===== config.mk =====
export PLATFORM = sky130hd
export DESIGN_NAME = gray_counter
export DESIGN_NICKNAME = d
export VERILOG_FILES = /design/src/rtl/gray_counter.sv
export SDC_FILE = /design/constraint.sdc
export NUM_CORES = 1
export LEC_CHECK = 0
export BUFFER_PORTS_ARGS = -buffer_cell sky130_fd_sc_hd__buf_2
export CAP_MARGIN = 30
export CORE_AREA = 2 2 43 45
export CTS_CLUSTER_DIAMETER = 200
export CTS_CLUSTER_SIZE = 28
export DETAILED_ROUTE_END_ITERATION = 16
export DIE_AREA = 0 0 45 47
export SYNTH_ARGS = -nofsm -noshare
export SYNTH_HDL_FRONTEND = slang
export SYNTH_SLANG_ARGS = --single-unit

===== constraint.sdc =====
create_clock -name clk -period 7.2 [get_ports clk]
set_input_delay 1.44 -clock clk [delete_from_list [all_inputs] [get_ports clk]]
set_output_delay 1.44 -clock clk [all_outputs]
set_load 0.1 [all_outputs]

===== src/rtl/gray_counter.sv =====
// gray_counter: registered binary/Gray up/down counter with load, wrap/saturate mode and boundary flags.
// Optional feature macro GRAY_COUNTER_STEP_CHECK_EN adds the step_err Gray-step integrity monitor.
module gray_counter #(
   parameter int unsigned WIDTH       = 4,
   parameter bit          WRAP        = 1'b1,
   parameter int unsigned RESET_VALUE = 0
) (
   input  logic             clk,
   input  logic             reset,
   input  logic             en,
   input  logic             up,
   input  logic             load,
   input  logic [WIDTH-1:0] load_bin,
   output logic [WIDTH-1:0] bin,
   output logic [WIDTH-1:0] gray,
   output logic [WIDTH-1:0] gray_next,
   output logic             at_max,
   output logic             at_min,
   output logic             wrapped
`ifdef GRAY_COUNTER_STEP_CHECK_EN
   ,output logic            step_err
`endif
);
   localparam logic [WIDTH-1:0] RST_BIN  = RESET_VALUE[WIDTH-1:0];
   localparam logic [WIDTH-1:0] RST_GRAY = RST_BIN ^ (RST_BIN >> 1);
   logic [WIDTH-1:0] bin_q, bin_d, gray_q, gray_d, cnt_bin;
   logic             at_max_q, at_min_q, wrapped_q, wrapped_d, sat;
   // Next binary value by priority reset > load > en > hold; gray is derived from it, never from gray_q
   always_comb begin
      sat       = up ? (bin_q == '1) : (bin_q == '0);
      cnt_bin   = (sat && !WRAP) ? bin_q : up ? bin_q + WIDTH'(1) : bin_q - WIDTH'(1);
      bin_d     = reset ? RST_BIN : load ? load_bin : en ? cnt_bin : bin_q;
      gray_d    = bin_d ^ (bin_d >> 1);
      wrapped_d = !reset && !load && en && sat && WRAP;
   end
   // State registers; flags decoded from the next binary value so they line up with bin
   always_ff @(posedge clk) begin
      if (reset) begin
         bin_q     <= RST_BIN;
         gray_q    <= RST_GRAY;
         at_max_q  <= (RST_BIN == '1);
         at_min_q  <= (RST_BIN == '0);
         wrapped_q <= 1'b0;
      end else begin
         bin_q     <= bin_d;
         gray_q    <= gray_d;
         at_max_q  <= &bin_d;
         at_min_q  <= ~|bin_d;
         wrapped_q <= wrapped_d;
      end
   end
   assign bin       = bin_q;
   assign gray      = gray_q;
   assign gray_next = gray_d;
   assign at_max    = at_max_q;
   assign at_min    = at_min_q;
   assign wrapped   = wrapped_q;
`ifdef GRAY_COUNTER_STEP_CHECK_EN
   logic step_err_q, step_err_d;
   // A counting edge must flip exactly one gray bit, or none when holding saturated
   always_comb begin
      step_err_d = !reset && !load && en &&
                   ($countones(gray_d ^ gray_q) != ((sat && !WRAP) ? 0 : 1));
   end
   // Register the monitor flag as a one-cycle pulse
   always_ff @(posedge clk) begin
      step_err_q <= reset ? 1'b0 : step_err_d;
   end
   assign step_err = step_err_q;
`endif
endmodule


==> results of run 1 <==
[report_power, final]
group	switching (µW)	internal [µW]	leakage, µW
logic	81.1	19.0	0.000288
clock network	16.9	19.2	0.0000138
registers	3.28	60.1	0.0000828
[area by class of cell]
class                      instances  area share
timing repair buffer              23       0.152
clock buffer                       3      0.0298
sequential                        10       0.264
inverter                          10      0.0496
tap                               17      0.0281
multi-input combinational         44       0.476
[routing by layer]
layer  vias to the layer above  wire length [µm]  global-route usage
li1                        277                 -                   -
met1                       243               478               0.128
met2                        16               599               0.220
met3                         2                68              0.0577
met4                         0                18              0.0529
met5                         -                 0                   0
[cell usage after synthesis]
master,n
dfxtp_1,10
a21oi_1,6
ha_1,6
inv_1,6
nand2_1,6
inv_2,3
xor2_1,3
and3_1,2
buf_4,2
nor2_1,2
nor2b_1,2
o211ai_1,2
a211oi_1,1
a21o_1,1
a21oi_2,1
a221oi_1,1
a221oi_4,1
a31oi_1,1
and3_2,1
and4_4,1
buf_2,1
clkbuf_1,1
clkinv_1,1
fa_1,1
nand3_1,1
nand3_2,1
nor4_2,1
or4_1,1
or4_4,1
xnor2_1,1
[worst paths after layout]
kind | endpoint | cells after the start | startpoint | slack (ps)
hold reg to reg | bin[3] | 2 | bin[3] | 670
hold / removal | bin[3] | 2 | bin[3] | 670
setup reg to reg | gray[2] | 8 | bin[0] | 5050
setup / recovery | gray_next[2] | 9 | up | 2310
[cells by family (layout without fill, tap and decap cells)]
kind of cell | count (synthesis) | in the layout | synth area share
simple gates | 19 | 19 | 0.193
compound gates | 14 | 14 | 0.177
buf+inv | 14 | 36 | 0.0986
flops | 10 | 10 | 0.322
fa+ha+maj | 7 | 7 | 0.153
xor+xnor | 4 | 4 | 0.0563
[worst reg2reg max path, delay by kind of cell (launching register included)]
family,cells,cell delay (ps)
AOI/OAI and AO/OA,1,330
xor gates and xnor gates,1,170
adders and majority gates,2,710
and+or+nand+nor,2,250
DFF,1,430
buffers and inverters,2,170
[sequential cells by signal, indices dropped and copies added, names as in the netlist]
name and cells:
bin 4, at_min 1, wrapped 1, at_max 1, gray 3
[per-stage QoR]
| step | setup WS (ps) | utilization | hold WS, ps | std cells | area, µm² |
|---|---|---|---|---|---|
| final | 2310 | 0.458 | 672 | 107 | 757 |
| after detailed placement | 2310 | 0.445 | 668 | 104 | 734 |
| after CTS | 2300 | 0.458 | 680 | 107 | 757 |
| after floorplan | 1880 | - | 1070 | 68 | 622 |
| after global routing | 2220 | 0.458 | 715 | 107 | 757 |
| after global placement | 2350 | 0.445 | 663 | 104 | 734 |
==> summary.md, run 1 <==
| Metric | Value |
|---|---|
| Total GRT Usage | `0.125` |
| VDD IR-drop max | `0.116 mV` |
| Power, Total | `200 µW` |
| Most frequent cells in the layout | `buf_2 (23), dfxtp_1 (10)` |
| Antenna-violating nets left | `0` |
| Vias in the first global route | `451` |
| Setup Buffers After CTS | `0` |
| CP Capture Type | `primary output` |
| Setup Skew | `1.38 ps` |
| DP HPWL | `978 µm` |
| CP top delay family | `buffers and inverters` |
| # nets final | `108` |
| Initial antenna violation count | `0` |
| Starting Density | `0.377` |
| WP data required | `5760 ps` |
| Final hold viol count | `0` |
| Post-layout minimum cycle time | `4890 ps` |
| Maxcap violations | `0` |
| DR iter-0 viols | `1` |
| Num ports | `24` |
| Final-report setup violation count | `0` |
| Min-delay worst type | `register to register` |
| CTS clk-pin slew, worst paths | `60 ps` |
| RSZ-0062 raised after global routing | `false` |
| Vias post-DR | `538` |
| Slowest stage cell on the critical path | `or4_4` |
| CTS Buf Count | `3` |
| Yosys Warn Count | `0` |
| Die width | `45 µm` |
| Syn Area/Cell | `9.14 µm²` |
| Setup CP Type | `input pin to primary output` |
| Multi-input gate area | `360 µm²` |
| Top post-synthesis cells by area | `dfxtp_1 (32%), ha_1 (12%), a21oi_1 (4.8%), a221oi_4 (4.2%), xor2_1 (4.2%)` |
| TNS Setup | `0 ps` |
| Sequential cell area | `200 µm²` |
| P_leak | `0.000385 µW` |
| Worst-margin pin slew | `488 ps` |
| Root buffer cell | `clkbuf_4` |
| Antenna fix cells | `0` |
| H-tree levels | `1` |
| Share of layout cells above drive strength 1 | `0.400` |
| Post-cts sizing count | `0` |
| Routed WL per cell | `10.9 µm` |
| # rows | `15` |
| Core area | `0.00165 mm²` |
| Run status | `finished, final reports clean` |
| Critical-path maximum fanout | `4` |
| Avg Vias per Cell | `5.03` |
| Layout fillers | `173` |
| Pwr/cell area | `264 mW/mm²` |
| CTS Buffer Depth | `2` |
| 1st-pass router iterations | `2` |
| Cts hold-fix bufs | `0` |
| Tcrit/Tclk final | `0.680` |
| Largest net degree at the start of global routing | `13` |
| Syn Nets | `84` |
| Area leader, netlist | `dfxtp_1` |
| Seq/Total Area, Yosys | `0.322` |
| Relative slew slack | `0.677` |
| Clk Latency, worst-skew pair | `260 ps` |
| Total Die Area | `0.00212 mm²` |
| Synth unique cells | `30` |
| Synth Register Bits | `10` |
| Most common cell after layout, fill and taps aside | `buf_2` |
| Die extent in y | `47 µm` |
| Clk sink count | `10` |
| Yosys top cell area share | `0.322` |
| Area Growth Syn to Fin | `21.7%` |
| Buf/Inv on CP | `3` |
| CTS tree | `yes` |
| Grt ovf | `0` |
| Worst Path Arrival | `3450 ps` |
| Final Slew Violations | `0` |
| Final Wtd Congestion | `0.694` |
| First-pass GRT wire length | `1830 µm` |
| Count of buffers from port buffering | `23` |
| Post-route DRC | `0` |
| Worst Setup Start Kind | `input pin` |
| Crit-path cells | `buf_2 -> inv_1 -> ha_1 -> a21oi_1 -> a211oi_1 -> or4_4 -> nand3_1 -> ha_1 -> buf_2` |
| Synth Instances | `68` |
| WL final | `1160 µm` |
| Slowest cell delay on critical path | `490 ps` |
| Synth Cell Area | `622 µm²` |
| Max Freq | `204 MHz` |
Power figures use the tool's default switching activity.
==> inputs of run 2 (changes only) <==
PLACE_DENSITY = 0.67   (was default)
clock period = 4.2 ns   (was 7.2 ns; I/O delays follow)
==> summary.md, run 2 (synthesis gave the netlist of run 1 again) <==
| Metric | Value |
|---|---|
| Non-filler instance count after layout | `107 (unchanged)` |
| Comb pwr share | `0.502 (about the same)` |
| Setup Skew | `3.45 ps (+2.07 ps)` |
| Relative slew slack | `0.675 (-0.00228)` |
| Most frequent cells in the layout | `buf_2 (23), dfxtp_1 (10)` |
| CTS Buf Count | `3 (unchanged)` |
| Largest net degree at the start of global routing | `13 (unchanged)` |
| Initial antenna violation count | `0 (unchanged)` |
| CP Launch Point | `up` |
| Avg Vias per Cell | `5.02 (-0.19%)` |
| Vias post-DR | `537 (-0.19%)` |
| Pwr/cell area | `450 mW/mm² (+71%)` |
| Min-delay worst type | `register to register` |
| Critical-path maximum fanout | `4 (unchanged)` |
| CP top delay family | `buffers and inverters` |
| Setup CP Type | `input pin to primary output` |
| CTS clk-pin slew, worst paths | `60 ps (about the same)` |
| Final core utilization | `0.463 (+0.00455)` |
| Final-report setup violation count | `0 (unchanged)` |
| Max reg flops | `4 (unchanged)` |
| Total GRT Usage | `0.129 (+0.00410)` |
| Maxcap violations | `0 (unchanged)` |
| Vias in the first global route | `518 (+15%)` |
| Max Freq | `269 MHz` |
| Post-layout minimum cycle time | `3720 ps` |
| Clk sink count | `10 (unchanged)` |
| P_leak | `0.000385 µW (+0.11%)` |
| Setup Buffers After CTS | `0 (unchanged)` |
| Root buffer cell | `clkbuf_4` |
| Sequential cell area | `200 µm² (unchanged)` |
| DP Area | `742 µm² (+1.0%)` |
| Die width | `45 µm (unchanged)` |
| Area Growth Syn to Fin | `22.9%` |
| CTS Buffer Depth | `2 (unchanged)` |
| Total Die Area | `0.00212 mm² (unchanged)` |
| FF-to-FF Start | `bin[0]` |
| P_int | `168 µW (+71%)` |
| Worst Setup Start Kind | `input pin` |
| Post-cts sizing count | `0 (unchanged)` |
| Worst-margin pin slew | `491 ps (+3.44 ps)` |
| Crit-path cells | `buf_2 -> inv_1 -> ha_1 -> a21oi_1 -> a211oi_1 -> or4_4 -> nand3_1 -> ha_1 -> buf_2` |
| DR iter-0 viols | `5 (+4)` |
| DP HPWL | `948 µm (-3.1%)` |
| Num ports | `24 (unchanged)` |
| Starting Density | `0.377 (unchanged)` |
| Final hold viol count | `0 (unchanged)` |
| Switching share of power | `0.510 (+0.00217)` |
| Core area | `0.00165 mm² (unchanged)` |
| Switch Pwr | `175 µW (+73%)` |
| RSZ-0062 raised after global routing | `false` |
| Worst Path Arrival | `2880 ps (-570 ps)` |
| Tcrit/Tclk final | `0.886` |
| Clk pwr share | `0.182 (about the same)` |
| Sequential Power Share | `0.316 (-0.002)` |
| Worst Hold Launch | `bin[2]` |
| 1st-pass router iterations | `3 (+1)` |
| Die extent in y | `47 µm (unchanged)` |
| TNS Setup | `0 ps (unchanged)` |
| Final Slew Violations | `0 (unchanged)` |
| Run status | `finished, final reports clean` |
| Grt ovf | `0 (unchanged)` |
| Buf/Inv on CP | `3 (unchanged)` |
| Cts hold-fix bufs | `0 (unchanged)` |
| Share of layout cells above drive strength 1 | `0.411 (+0.0111)` |
| Post-route DRC | `0 (unchanged)` |
| # nets final | `108 (unchanged)` |
| Number of instances in the placed design | `104 (unchanged)` |
| # rows | `15 (unchanged)` |
| Layout fillers | `169 (-2.3%)` |
| VDD IR-drop max | `0.206 mV (+78%)` |
| Finished Cell Area | `764 µm² (+0.99%)` |
| WL final | `1170 µm (+0.86%)` |
| CTS tree | `yes` |
| Clk Latency, worst-skew pair | `260 ps (about the same)` |
| Routed WL per cell | `11.0 µm (+0.86%)` |
| Fin Hold WS | `663 ps (-9.07 ps)` |
| Antenna fix cells | `0 (unchanged)` |
| CP Capture Type | `primary output` |
| Final Wtd Congestion | `0.752 (+8.3%)` |
| Antenna-violating nets left | `0 (unchanged)` |
| WP data required | `3360 ps (-2400 ps)` |
| First-pass GRT wire length | `1970 µm (+7.5%)` |
| Multi-input gate area | `368 µm² (+2.1%)` |
| H-tree levels | `1 (unchanged)` |
| Count of buffers from port buffering | `23 (unchanged)` |
| Most common cell after layout, fill and taps aside | `buf_2` |
| Slowest stage cell on the critical path | `or4_4` |
| Slowest cell delay on critical path | `490 ps (about the same)` |
## run 2: power groups by stage
stage | Sequential (µW) | Combinational [µW] | Clock (µW)
after floorplan | 168 | 93.6 | 0
after global placement | 110 | 172 | 0
after detailed placement | 111 | 173 | 0
after CTS | 109 | 173 | 65.8
after global routing | 110 | 181 | 69.8
final | 109 | 172 | 62.7
## run 2: layout make-up
class,count,area share
Multi-Input combinational cell,44,0.481
Sequential cell,10,0.262
Timing Repair Buffer,23,0.151
Inverter,10,0.0491
Clock buffer,3,0.0295
Tap cell,17,0.0278
## run 2: tightest hold or removal path: stages, from the launching register on
cell	delay [ps]
dfxtp_1	350
a31oi_1	220
nor4_2	50
## run 2: final timing paths
path                       end  slack [ps]  cells after the start
hold / removal         wrapped         660                      2
setup / recovery  gray_next[2]         480                      9
setup reg to reg       gray[2]        1960                      8
hold reg to reg        wrapped         660                      2
## run 2: metrics by stage
stage | setup WS, ps | power [µW]
3_5_place_dp | 472 | 283
3_3_place_gp | 516 | 282
2_1_floorplan | 250 | 262
5_1_grt | 338 | 361
4_1_cts | 469 | 348
6_report | 481 | 344
## run 2: per-layer routing
layer / track usage / vias up / wire [µm]
met2: 0.229 / 13 / 568
met5: 0 / - / 0
met4: 0.0765 / 0 / 13
met3: 0.0346 / 2 / 60
li1: - / 280 / -
met1: 0.137 / 242 / 532
